`src/rtl/reg_bank_write_arbiter_pkg.sv`:
```
// Shared defaults and index helpers for the register-bank write arbiter.
// Pure declarations: no latency, no flow control.
package reg_bank_pkg;
    localparam int DEF_NREQ = 4;
    localparam int DEF_NREG = 4;
    localparam int DEF_DW   = 4;

    function automatic logic [31:0] onehot(input int unsigned idx);
        return 32'd1 << idx;
    endfunction

    // k-th position of a circular priority scan that starts at base
    function automatic int unsigned rr_index(input int unsigned base, input int unsigned k,
                                             input int unsigned n);
        return (base + k) % n;
    endfunction

    function automatic int unsigned next_ptr(input int unsigned idx, input int unsigned n);
        return (idx + 32'd1 == n) ? 32'd0 : idx + 32'd1;
    endfunction
endpackage

```
`src/rtl/reg_bank_write_arbiter_rr_arbiter.sv`:
```
// Round-robin pick of the first eligible requester at or after the pointer.
// Purely combinational (0 cycles); the caller applies stall/backpressure.
module rr_arbiter
    import reg_bank_pkg::*;
#(
    parameter int NREQ = DEF_NREQ,
    parameter int PW   = (NREQ > 1) ? $clog2(NREQ) : 1
) (
    input  logic [NREQ-1:0] i_elig,
    input  logic [PW-1:0]   i_ptr,
    output logic [PW-1:0]   o_win,
    output logic            o_vld
);
    always_comb begin
        o_win = '0;
        o_vld = 1'b0;
        for (int k = 0; k < NREQ; k++) begin
            if (!o_vld && i_elig[rr_index(32'(i_ptr), k, NREQ)]) begin
                o_vld = 1'b1;
                o_win = PW'(rr_index(32'(i_ptr), k, NREQ));
            end
        end
    end
endmodule

```
`src/rtl/reg_bank_write_arbiter.sv`:
```
// Round-robin share of one write port into an NREG register bank; all outputs registered, 1 cycle req->gnt/load.
// stall=1 or nothing eligible issues no grant; requesters hold req until their gnt pulse.
module reg_bank_write_arbiter
    import reg_bank_pkg::*;
#(
    parameter int NREQ = DEF_NREQ,
    parameter int NREG = DEF_NREG,
    parameter int DW   = DEF_DW,
    parameter int AW   = (NREG > 1) ? $clog2(NREG) : 1
) (
    input  logic               clk,
    input  logic               rstn,
    input  logic [NREQ-1:0]    req,
    input  logic [NREQ*AW-1:0] req_addr,
    input  logic [NREQ*DW-1:0] req_data,
    input  logic               stall,
    output logic [NREQ-1:0]    gnt,
    output logic [NREG-1:0]    load,
    output logic [DW-1:0]      wdata,
    output logic               addr_err
);
    localparam int PW = (NREQ > 1) ? $clog2(NREQ) : 1;

    logic [PW-1:0]   r_ptr;
    logic [NREQ-1:0] r_gnt;
    logic [NREG-1:0] r_load;
    logic [DW-1:0]   r_wdata;
    logic            r_addr_err;

    logic [NREQ-1:0] w_elig;
    logic [PW-1:0]   w_win;
    logic            w_vld;
    logic [AW-1:0]   w_addr;
    logic [DW-1:0]   w_data;
    logic            w_addr_ok;

    // Last cycle's grantee is masked so a held req cannot win twice in a row
    assign w_elig = req & ~r_gnt;

    rr_arbiter #(.NREQ(NREQ), .PW(PW)) u_rr (
        .i_elig (w_elig),
        .i_ptr  (r_ptr),
        .o_win  (w_win),
        .o_vld  (w_vld)
    );

    assign w_addr    = req_addr[int'(w_win) * AW +: AW];
    assign w_data    = req_data[int'(w_win) * DW +: DW];
    assign w_addr_ok = ({1'b0, w_addr} < (AW + 1)'(NREG));

    always_ff @(posedge clk or negedge rstn) begin
        if (!rstn) begin
            r_ptr      <= '0;
            r_gnt      <= '0;
            r_load     <= '0;
            r_wdata    <= '0;
            r_addr_err <= 1'b0;
        end else if (!stall && w_vld) begin
            r_ptr      <= PW'(next_ptr(32'(w_win), NREQ));
            r_gnt      <= NREQ'(onehot(32'(w_win)));
            r_wdata    <= w_data;
            r_load     <= w_addr_ok ? NREG'(onehot(32'(w_addr))) : '0;
            r_addr_err <= ~w_addr_ok;
        end else begin
            r_gnt      <= '0;
            r_load     <= '0;
            r_addr_err <= 1'b0;
        end
    end

    assign gnt      = r_gnt;
    assign load     = r_load;
    assign wdata    = r_wdata;
    assign addr_err = r_addr_err;
endmodule

```
`config.mk`:
```
export PLATFORM = sky130hd
export DESIGN_NAME = reg_bank_write_arbiter
export DESIGN_NICKNAME = d
export VERILOG_FILES = /design/src/rtl/reg_bank_write_arbiter_pkg.sv /design/src/rtl/reg_bank_write_arbiter_rr_arbiter.sv /design/src/rtl/reg_bank_write_arbiter.sv
export SDC_FILE = /design/constraint.sdc
export NUM_CORES = 1
export LEC_CHECK = 0
export CAP_MARGIN = 20
export CORE_AREA = 2 2 55 47
export DETAILED_ROUTE_END_ITERATION = 16
export DIE_AREA = 0 0 57 49
export HOLD_SLACK_MARGIN = 0.08
export PLACE_DENSITY = 0.82
export SLEW_MARGIN = 20
export SYNTH_ARGS = -nofsm -noshare
export SYNTH_HDL_FRONTEND = slang
export SYNTH_SLANG_ARGS = --single-unit
```
`constraint.sdc`:
```
create_clock -name clk -period 3.48 [get_ports clk]
set_input_delay 0.348 -clock clk [delete_from_list [all_inputs] [get_ports clk]]
set_output_delay 0.348 -clock clk [all_outputs]
set_load 0.01 [all_outputs]
```
Yosys cells after proc, flatten, opt, wreduce, memory -nomap -nowiden
Index checks and enable logic that the tools add are counted.

cells by class
  $add $sub $neg = 4
  order comparisons = 4
  equality and inequality tests = 1
  shifts and indexed selects = 4
  mux-type cells = 19
  bitwise gates (word level) = 2
  reductions and logical operators = 8

operators with widths
  operator                                                                      number
  16-bit by 5-bit indexed part select with 4-bit output                         1
  2-bit by 3-bit less-than comparator with 1-bit output, second input constant  4
  2-bit 2-to-1 mux                                                              5
  1-bit binary-select mux with 2-bit select                                     4
  1-bit 2-to-1 mux                                                              8
  4-bit 2-to-1 mux                                                              2
  8-bit by 4-bit indexed part select with 2-bit output                          1
  1-bit by 2-bit left shift with 4-bit output, first input constant             2
  2-bit adder, second input constant                                            2
  4-bit AND                                                                     1
  1-bit logical AND                                                             4
  1-bit logical NOT                                                             4
  4-bit inverter                                                                1
  2-bit by 1-bit adder with 3-bit output, second input constant                 1
  3-bit == test, second input constant                                          1
  2-bit by 1-bit adder with 2-bit output, second input constant                 1

storage, ports and cells
  register bits = 14
  logic and storage cells = 46

Logic depth before layout (Yosys ltp)
Gate-level depths: netlist (run 1).

  depth after elaboration = 17
  mapped depth = 9

Hierarchy
Synthesis (run 1) repeated with hierarchy kept, for this count alone.

second synthesis, totals
  cells, all modules = 67
  area, all modules = 842.1 um2

modules (own cells, without submodules)
  module                  instances  cells each  area each (um2)
  reg_bank_write_arbiter  1          52          764.5
  rr_arbiter              1          15          77.6

Least setup slack after synthesis (run 1)
Ideal clock, no wire load.

  kind = reg-to-reg
  start point = register r_ptr[0]
  end point = register r_ptr[1]
  library setup time = 0.142 ns
  data arrival time = 1.750 ns
  required time = 3.338 ns
  slack = 1.588 ns
  stages on the path, launching flop included = 9
  period minus slack after synthesis = 1.892 ns
  path through = dfrtp_1 or4b_4 o221ai_1 buf_6 buf_12 inv_1 ha_1 nand2_1 o21ai_0

between the ends
  cells in the longest elaborated chain, start to end = 15

RTL lines
  element                                                                          line                          RTL
  start: declaration                                                               reg_bank_write_arbiter.sv:24  logic [PW-1:0] r_ptr;
  start signal: assignment                                                         reg_bank_write_arbiter.sv:59  r_ptr <= PW'(next_ptr(32'(w_win), NREQ));
  branches (longest 15 deep; another with 2-bit by 1-bit adder with 3-bit output)  n/a

Several ways; the timed one is not identified. The select of a mux whose other input is x is not followed.
A chain may end at the register's enable or synchronous reset.

Worst setup path in the final report (run 1)
  start point = input req[0]
  end point = register r_wdata[3], in the netlist wdata[3]

between the ends
  cells in the longest elaborated chain, start to end = 14

RTL lines
  element                                                                                     line                                                        RTL
  start: declaration                                                                          reg_bank_write_arbiter.sv:13                                input logic [NREQ-1:0] req,
  4-bit AND *                                                                                 reg_bank_write_arbiter.sv:38                                assign w_elig = req & ~r_gnt;
  1-bit binary-select mux with 2-bit select                                                   reg_bank_write_arbiter_rr_arbiter.sv:18                     if (!o_vld && i_elig[rr_index(32'(i_ptr), k, NREQ)]) begin
  1-bit 2-to-1 mux (not written as such)                                                      reg_bank_write_arbiter_rr_arbiter.sv:18
  1-bit 2-to-1 mux                                                                            reg_bank_write_arbiter_rr_arbiter.sv:18
  1-bit logical NOT                                                                           reg_bank_write_arbiter_rr_arbiter.sv:18
  1-bit logical AND                                                                           reg_bank_write_arbiter_rr_arbiter.sv:18
  1-bit 2-to-1 mux                                                                            reg_bank_write_arbiter_rr_arbiter.sv:18
  1-bit logical NOT                                                                           reg_bank_write_arbiter_rr_arbiter.sv:18
  1-bit logical AND                                                                           reg_bank_write_arbiter_rr_arbiter.sv:18
  1-bit 2-to-1 mux                                                                            reg_bank_write_arbiter_rr_arbiter.sv:18
  1-bit logical NOT                                                                           reg_bank_write_arbiter_rr_arbiter.sv:18
  1-bit logical AND                                                                           reg_bank_write_arbiter_rr_arbiter.sv:18
  2-bit 2-to-1 mux or 1-bit 2-to-1 mux (tied branches)                                        reg_bank_write_arbiter_rr_arbiter.sv:18
  16-bit by 5-bit indexed part select with 4-bit output or 1-bit logical AND (tied branches)  reg_bank_write_arbiter.sv:48, reg_bank_write_arbiter.sv:58
  end signal: assignment                                                                      reg_bank_write_arbiter.sv:61                                r_wdata <= w_data;
  end: declaration                                                                            reg_bank_write_arbiter.sv:27                                logic [DW-1:0] r_wdata;

Every way passes the cells marked *; elsewhere a longest branch is shown, timed or not. The select of a mux whose other input is x is not followed.

==> run_results.csv, run 1 <==
group,metric,value,unit
clocking,cts_made_buffers,3,
timing,setup_viol,0,
critical_path,crit_path_max_incr_delay,570,ps
critical_path,required,3640,ps
floorplanning,start_util,41.45,%
timing,rsz0062_at_grt,"no",
floorplanning,die_w,57,um
floorplanning,io-pin-count,44,
power_and_ir_drop,p_clk_share,14.1,%
detailed_routing,drt_iter0_drc,21,
synth,synth-edff-count,0,
power_and_ir_drop,switching_power,0.0003105,W
power_and_ir_drop,p_leak,0.6407,nW
detailed_routing,postRouteAntennaNets,0,
critical_path,crit_type,"in2reg",
timing,period_needed,2207,ps
global_route,grt_usage,18.52,%
synth,netlist_instances,94,
critical_path,cp.arrival,2360,ps
clocking,clkTransAtPathRegs,80,ps
final_layout,final_common_cell,"clkdlybuf4s50_1",
synth,ys_warn_count,0,
floorplanning,die_h,49,um
final_layout,final_cell_mix,"clkdlybuf4s50_1 (42), mux2i_1 (14), dfrtp_1 (14), nand2_1 (12), nor2b_1 (8)",
critical_path,cpMaxStageDelayCell,"o221ai_2",
clocking,h-tree-depth,1,
synth,synth-seq-cells,14,
timing,setup-tns-final,0,ps
power_and_ir_drop,p_seq_share,30.3,%
outcome,status,"complete, no violations",
run,max_cap_viol_count,0,
power_and_ir_drop,intPower,0.0005346,W
hold_path,hold_path.class,"in2async",
power_and_ir_drop,combinationalPowerShare,55.6,%
timing,fin_crit_sh,63.41,%
floorplanning,row_count,16,
synth,synthFlopType,"dfrtp_1",
detailed_routing,wl,2343,um
synth,synthesis.area,945.9,um^2
power_and_ir_drop,ir_drop,0.3275,mV
timing,worst_slack,1273,ps
detailed_routing,wl_per_cell,14.20,um
placed_design,dp_worst_setup_slack,978.0,ps
timing,worst_slew_pin_slew,695.5,ps
detailed_routing,vias,869,
floorplanning,core,0.002282,mm^2
clocking,cts_post_setup_buffers_inserted,0,
timing,clock_skew,2.838,ps
synth,synthArstFlopShare,100.0,%
clocking,cts_sinks,14,
timing,slew_headroom,53.63,%
placed_design,gp_congestion,0.8291,
global_route,grt_pass1_vias,890,
timing,final-max-slew-violation-count,0,
detailed_routing,drc,0,
global_route,antenna_found_initial,0,
clocking,cts_tree,"built",
global_route,grt_max_degree,15,
clocking,cts_buffer_depth,2,
clocking,ctsResizeCount,0,
synth,avgSynthCellArea,10.06,um^2
final_layout,drive_gt1_share,10.14,%
clocking,hold_buffers,0,
detailed_routing,dr.pass1.iters,4,
synth,seq_area_frac_synth,37.04,%
critical_path,startpoint_type,"input port",
floorplanning,die_area,0.002793,mm^2
power_and_ir_drop,swShare,36.74,%
final_layout,diodes,0,
power_and_ir_drop,power.density,598.8,mW/mm^2
global_route,grt-ovfl-total,0,
timing,hold_viol,0,
final_layout,nets,174,
placed_design,dp_hpwl,1842,um
clocking,cts_root_buf,"clkbuf_4",
critical_path,setup.worst_path.end_class,"flip-flop",
timing,timing.fmax,453.1,MHz
final_layout,syn_to_final_growth,49.21,%
global_route,grt_pass1_wl,4036,um
critical_path,crit_chain,"clkdlybuf4s50_1 -> and3b_2 -> nor3_1 -> o221ai_2 -> buf_4 -> mux2i_1 -> o221ai_1",
critical_path,path_buf_inv,2,
synth,yosysUniqueCellTypes,27,
critical_path,path_delay_family,"buffers and inverters",
detailed_routing,detail_route.vias_per_cell,5.267,
clocking,clock_latency,290,ps
synth,synth_fp_nets,129,
critical_path,path_max_fanout,10,
placed_design,portBuffers,42,
-- final timing paths --
kind	from	to	slack (ps)	cells past startpoint
worst max-delay path	req[0]	wdata[3]	1270	7
min in group clk	wdata[0]	wdata[0]	500	2
worst max register to register	gnt[0]	wdata[3]	1370	6
worst min-delay path	rstn	load[0]	440	1
max in group asynchronous	rstn	wdata[0]	2640	1
worst min register to register	wdata[0]	wdata[0]	500	2
-- synthesized netlist by cell type, types with 2 or more instances --
master	instances	share of area, %
inv_1	3	1.2
o22ai_1	4	2.6
and2_1	4	2.6
o21ai_0	3	1.6
nand2_1	12	4.8
ha_1	4	5.3
mux2i_1	14	15
nor2_1	4	1.6
dfrtp_1	14	37
mux2_2	2	2.4
nor2b_1	8	5.3
nand2b_1	3	2.0
o221ai_1	5	4.6
-- layer usage --
layer	global-route usage (%)	part of all wire [%]
met1	20.90	41
met2	32.57	50
met3	3.714	7.4
met4	9.690	1.9
met5	0	0
-- layout make-up --
type                    count  area, um^2
well taps                  27       33.78
clock buffers               4       36.28
flip-flops and latches     14       350.3
multi-input cells          74       551.8
fillers                   205       870.8
repair buffers             43       427.9
inverters                   3       11.26
-- metrics by stage --
stage | power, W | hold slack, ps | cell area (um^2) | utilization (%) | instances
2_1_floorplan | 0.0005618 | 52.41 | 945.9 | - | 94
3_3_place_gp | 0.0007067 | 469.0 | 1375 | 60.25 | 161
3_5_place_dp | 0.0007321 | 481.3 | 1375 | 60.25 | 161
4_1_cts | 0.0008503 | 462.1 | 1411 | 61.84 | 165
5_1_grt | 0.0009109 | 477.5 | 1411 | 61.84 | 165
6_report | 0.0008451 | 439.5 | 1411 | 61.84 | 165
-- power groups by stage --
stage	clock (W)	sequential, W	combinational [W]
3_5_place_dp	0	0.000258	0.000474
5_1_grt	0.000128	0.000265	0.000517
6_report	0.000119	0.000256	0.000470
4_1_cts	0.000120	0.000255	0.000475
3_3_place_gp	0	0.000257	0.000450
2_1_floorplan	0	0.000276	0.000285
-- cell families (layout without fill, tap and decap cells) --
kind of cell | count (synthesis) | after routing | synth area share, %
compound gates | 16 | 16 | 12.96
fa+ha+maj | 4 | 4 | 5.291
buf+inv | 6 | 50 | 5.291
flops | 14 | 14 | 37.04
mux | 16 | 16 | 17.20
other cells | 1 | 1 | 0.3964
simple gates | 37 | 37 | 21.82
-- flip-flops by register name (all words and copies together) (netlist names) --
name	cells
gnt	4
r_ptr	2
load	4
wdata	4
(Power assumes the default switching activity.)
==> run 2, diff against run 1 <==
--- a/config.mk
+++ b/config.mk
@@ -6,11 +6,11 @@
 export NUM_CORES = 1
 export LEC_CHECK = 0
 export CAP_MARGIN = 20
-export CORE_AREA = 2 2 55 47
+export CORE_AREA = 2 2 58 49
 export DETAILED_ROUTE_END_ITERATION = 16
-export DIE_AREA = 0 0 57 49
+export DIE_AREA = 0 0 60 51
 export HOLD_SLACK_MARGIN = 0.08
-export PLACE_DENSITY = 0.82
+export PLACE_DENSITY = 0.76
 export SLEW_MARGIN = 20
 export SYNTH_ARGS = -nofsm -noshare
 export SYNTH_HDL_FRONTEND = slang
==> constraint.sdc (replaced) <==
create_clock -name clk -period 2.1 [get_ports clk]
set_input_delay 0.21 -clock clk [delete_from_list [all_inputs] [get_ports clk]]
set_output_delay 0.21 -clock clk [all_outputs]
set_load 0.01 [all_outputs]
==> run 2 against run 1 <==
Compared with the run above: global-route usage fell by 3.2 points; sequential share of layout area fell by 0.71 points; critical path depth fell by 2; hold slack got worse by 140 ps; via count fell by 0.81%; cell count rose by 7.9%; core utilization fell by 5.4 points; flip-flop and latch count did not move; worst setup slack got worse by 1100 ps; cell area rose by 2.9%; first-iteration DRC count rose to 3.0 times the previous value; clock power rose by 68%; largest cell class unchanged.
==> run_results.csv, run 2 (synthesis results as in run 1) <==
group,metric,value,unit
timing,setup_viol,0,
power_and_ir_drop,power,0.001443,W
detailed_routing,wl_per_cell,12.76,um
power_and_ir_drop,power.density,993.2,mW/mm^2
critical_path,reg2reg_depth,5,
global_route,grt_pass1_vias,859,
placed_design,gp_congestion,0.8492,
floorplanning,io-pin-count,44,
critical_path,setup.worst_path.end_class,"flip-flop",
final_layout,syn_to_final_growth,53.57,%
detailed_routing,dr.pass1.iters,4,
floorplanning,start_util,36.75,%
global_route,antenna_found_initial,0,
clocking,cts_root_buf,"clkbuf_4",
detailed_routing,drc,0,
placed_design,place_area,0.001416,mm^2
critical_path,r2r-start,"r_ptr[0]",
timing,slew_headroom,57.65,%
critical_path,path_delay_family,"simple AND/OR/NAND/NOR gates",
placed_design,portBuffers,42,
floorplanning,core,0.002574,mm^2
final_layout,drive_gt1_share,11.43,%
clocking,cts_buffer_depth,2,
timing,rsz0062_at_grt,"no",
global_route,grt_usage,15.34,%
power_and_ir_drop,p_leak,0.6552,nW
clocking,clkTransAtPathRegs,90,ps
detailed_routing,vias,862,
critical_path,path_buf_inv,1,
global_route,grt_max_degree,15,
hold_path,hold_path.class,"in2async",
timing,hold_viol,0,
timing,clock_skew,8.182,ps
clocking,ctsResizeCount,0,
critical_path,r2r-end,"wdata[1]",
timing,fin_crit_sh,90.28,%
critical_path,crit_chain,"or4b_4 -> o221ai_2 -> buf_4 -> mux2i_1 -> o221ai_1",
detailed_routing,drt_iter0_drc,62,
final_layout,final_common_cell,"clkdlybuf4s50_1",
critical_path,crit_type,"reg2reg",
power_and_ir_drop,ir_drop,0.2995,mV
placed_design,place_inst,174,
final_layout,diodes,0,
detailed_routing,detail_route.vias_per_cell,4.843,
critical_path,path_max_fanout,8,
critical_path,crit_path_max_incr_delay,560,ps
clocking,hold_buffers,0,
timing,period_needed,1896,ps
floorplanning,die_h,51,um
clocking,cts_made_buffers,3,
final_layout,fin_cells,178,
final_layout,nets,176,
timing,worst_slew_pin_slew,633.3,ps
clocking,h-tree-depth,1,
detailed_routing,wl,2272,um
clocking,clock_latency,290,ps
critical_path,cpMaxStageDelayCell,"or4b_4",
global_route,grt-ovfl-total,0,
clocking,cts_tree,"built",
floorplanning,row_count,17,
floorplanning,die_area,0.003060,mm^2
timing,final-max-slew-violation-count,0,
timing,timing.fmax,527.4,MHz
outcome,status,"complete, no violations",
placed_design,dp_hpwl,1873,um
run,max_cap_viol_count,0,
clocking,cts_sinks,14,
critical_path,cp.arrival,2060,ps
critical_path,required,2270,ps
final_layout,final_cell_mix,"clkdlybuf4s50_1 (42), mux2i_1 (14), dfrtp_1 (14), nand2_1 (12), nor2b_1 (8)",
detailed_routing,postRouteAntennaNets,0,
critical_path,regToRegSetupSlack,200,ps
final_layout,stdcell_area,0.001453,mm^2
global_route,grt_pass1_wl,3498,um
final_layout,fillers,237,
floorplanning,die_w,60,um
clocking,cts_post_setup_buffers_inserted,0,
critical_path,startpoint_type,"flip-flop",
## run 2: cell types whose count changed in the layout (fill, tap and decap cells not counted), sizes merged
cell  previous run  this run
buf              1         3
## run 2: through the flow
stage / setup slack, ps / utilization (%) / TNS, ps / hold slack, ps
2_1_floorplan: 207.5 / - / 0 / -85.59
3_3_place_gp: 33.64 / 55.03 / 0 / 473.6
3_5_place_dp: -25.30 / 55.03 / -58.58 / 483.7
4_1_cts: 185.2 / 56.44 / 0 / 327.6
5_1_grt: 117.5 / 56.44 / 0 / 352.7
6_report: 204.1 / 56.44 / 0 / 303.8
## run 2: layer usage
metal | GRT usage (%) | vias to the layer above | part of all wire, %
met5 | 0 | - | 0
met2 | 27.90 | 37 | 49
met1 | 16.30 | 392 | 42
met4 | 10.74 | 0 | 2.5
met3 | 1.266 | 5 | 6.2
li1 | - | 428 | -
## run 2: power breakdown
group,switching (W),internal (W)
combinational,0.000362,0.000454
clock,0.0000942,0.000106
sequential,0.0000634,0.000364
total,0.000519,0.000923
## run 2: area by class of cell
class                           count  area (um^2)  share of cell area (%)
Tap cell                           38        47.55                   3.273
Inverter                            3        11.26                  0.7752
Multi-Input combinational cell     74        551.8                   37.98
Timing Repair Buffer               45        455.4                   31.35
Sequential cell                    14        350.3                   24.12
Clock buffer                        4        36.28                   2.498
## run 2: how the worst max path moves through the flow
| stage | from | to | slack [ps] | cells past startpoint |
|---|---|---|---|---|
| floorplan | r_ptr[0] | r_ptr[1] | 210 | 8 |
| global placement | req[0] | wdata[3] | 30 | 6 |
| detailed placement | req[0] | wdata[3] | -30 | 6 |
| CTS | r_ptr[0] | wdata[3] | 190 | 5 |
| global route | r_ptr[0] | wdata[3] | 120 | 5 |
| finish | r_ptr[0] | wdata[1] | 200 | 5 |
==> run 3, diff against run 2 <==
--- a/config.mk
+++ b/config.mk
@@ -5,6 +5,7 @@
 export SDC_FILE = /design/constraint.sdc
 export NUM_CORES = 1
 export LEC_CHECK = 0
+export ABC_CLOCK_PERIOD_IN_PS = 2100
 export CAP_MARGIN = 20
 export CORE_AREA = 2 2 58 49
 export DETAILED_ROUTE_END_ITERATION = 16
==> results of run 3 <==
Same layout as run 2: the final DEF is identical, and so are final timing and power.
==> RTL change, RTL diff (settings of run 3) <==
Change the package constant `DEF_NREQ` from 4 to 2.
--- a/src/rtl/reg_bank_write_arbiter_pkg.sv
+++ b/src/rtl/reg_bank_write_arbiter_pkg.sv
@@ -1,7 +1,7 @@
 // Shared defaults and index helpers for the register-bank write arbiter.
 // Pure declarations: no latency, no flow control.
 package reg_bank_pkg;
-    localparam int DEF_NREQ = 4;
+    localparam int DEF_NREQ = 2;
     localparam int DEF_NREG = 4;
     localparam int DEF_DW   = 4;
 
Interface: changed (resized gnt, req, req_addr and req_data); port bits go from 44 to 28. The function was not compared with the original's and may differ.
==> RTL change against run 3 <==
- sequential cell count fell by 3
- hold slack lost 44 ps
- total power is 62% lower
- critical path depth fell by 2
- critical endpoint is now wdata[2]$_DFFE_PN0P_
- synthesized area is 40% lower
- first-iteration DRC count decreased by 89%
- routed wire length fell by 43%
- worst setup slack improved by 340 ps
- via count is 42% lower
- sequential power down 42%
- count of clock-buffer cells in the layout is the same
- design area fell by 40%
- largest cell class is now registers
- die area unchanged
- highest routed layer unchanged
==> RTL change: results (changes against run 3) <==
{| class="wikitable"
! Metric !! Value
|-
| Wire length of the first global-routing pass || 2.08 mm (was 3.50 mm)
|-
| Met1 usage || 0.110 (was 0.163)
|-
| Detail Route met3 WL || 125 µm (was 140 µm)
|-
| Final setup skew || 2.62 ps (was 8.18 ps)
|-
| Total met2 wirelength after detailed routing || 607 µm (was 1.12 mm)
|-
| Wire length on met1 || 555 µm (was 952 µm)
|-
| Dominant cells by area after synthesis || sky130_fd_sc_hd__dfrtp_1 (49%), sky130_fd_sc_hd__a221o_1 (7.1%), sky130_fd_sc_hd__nor4b_1 (6.2%) (was sky130_fd_sc_hd__dfrtp_1 (37%), sky130_fd_sc_hd__mux2i_1 (15%), sky130_fd_sc_hd__ha_1 (5.3%))
|-
| Worst-path cell with the longest stage delay || sky130_fd_sc_hd__or3b_1 (was sky130_fd_sc_hd__or4b_4)
|-
| Stage delay of the slowest cell on the critical path || 520 ps (was 560 ps)
|-
| Net Switching || 147 µW (was 519 µW)
|-
| Standby leakage power || 0.350 nW (was 0.655 nW)
|-
| Pin count of the biggest net entering global routing || 12 (was 15)
|-
| Instance count of the mapped netlist || 49 (was 94)
|-
| Fraction of final layout cells sized beyond drive strength 1 || 0.0933 (was 0.114)
|-
| Count of unique library cells instantiated by Yosys || 23 (was 27)
|-
| Overall fraction of global-route tracks in use || 0.0953 (was 0.153)
|-
| Register-to-register setup slack || 540 ps (was 200 ps)
|-
| DPL Wire Length || 1.00 mm (was 1.87 mm)
|-
| Final Hold Slack || 260 ps (was 304 ps)
|-
| Met3 Track Usage GR || 0.0557 (was 0.0127)
|-
| Routed wire per std cell || 11.5 µm (was 12.8 µm)
|-
| Number of port buffers || 26 (was 42)
|-
| Endpoint arrival time on the critical path || 1710 ps (was 2060 ps)
|-
| RePlAce Congestion || 0.666 (was 0.849)
|-
| Instance area at placement || 838 µm² (was 1420 µm²)
|-
| Number of design-rule violations left by the first detailed-router iteration || 7 (was 62)
|-
| Non-filler instance count after layout || 113 (was 178)
|-
| Result of the run || finished clean (unchanged)
|-
| Syn nets || 66 (was 129)
|-
| NumNets Final || 93 (was 176)
|-
| Clock latency at the later pin of the worst-skew pair || 270 ps (was 290 ps)
|-
| Place WS || 255 ps (was -25.3 ps)
|-
| Via count of the first global-routing pass || 476 (was 859)
|-
| Peak supply drop || 0.249 mV (was 0.300 mV)
|}
-- RTL change: cell types whose count changed after synthesis, moves of 5 or more --
cell and change:
sky130_fd_sc_hd__mux2i_1 -14, sky130_fd_sc_hd__nand2_1 -11, sky130_fd_sc_hd__nor2b_1 -7, sky130_fd_sc_hd__o221ai_1 -5
-- RTL change: path summary, 6_finish.rpt --
kind	depth (start not counted)	endpoint	start
max in group asynchronous	1	wdata[2]$_DFFE_PN0P_	rstn
worst min register to register	1	r_ptr$_DFFE_PN0P_	r_ptr$_DFFE_PN0P_
min in group clk	1	r_ptr$_DFFE_PN0P_	r_ptr$_DFFE_PN0P_
worst max-delay path	3	wdata[2]$_DFFE_PN0P_	r_ptr$_DFFE_PN0P_
worst min-delay path	1	load[0]$_DFF_PN0_	rstn
worst max register to register	3	wdata[2]$_DFFE_PN0P_	r_ptr$_DFFE_PN0P_
-- RTL change: power by group through the flow --
stage	Sequential (mW)	Combinational [mW]	Clock [mW]
after global routing	0.253	0.169	0.153
after detailed placement	0.253	0.159	0
after floorplan	0.262	0.0668	0
final	0.250	0.157	0.143
after CTS	0.250	0.159	0.144
after global placement	0.254	0.154	0
-- RTL change: worst max-delay path, delay by kind of cell (launching register included) --
kind | cells | cell delay, ps
simple gates | 2 | 750
compound gates | 1 | 310
flops | 1 | 390
-- RTL change: cell families (layout without fill, tap and decap cells) --
kind of cell | after synthesis | count (layout) | share of synthesized area
DFF | 11 | 11 | 0.487
buffers and inverters | 6 | 32 | 0.0752
AOI/OAI and AO/OA | 14 | 14 | 0.197
and+or+nand+nor | 17 | 17 | 0.235
other | 1 | 1 | 0.00663
-- RTL change: final cells by class --
cell class                 instances  area (µm²)
fill                             270        1710
sequential                        11         275
timing repair buffer              26         260
multi-input combinational         32         248
tap                               38        47.5
clock buffer                       4        26.3
inverter                           2        7.51
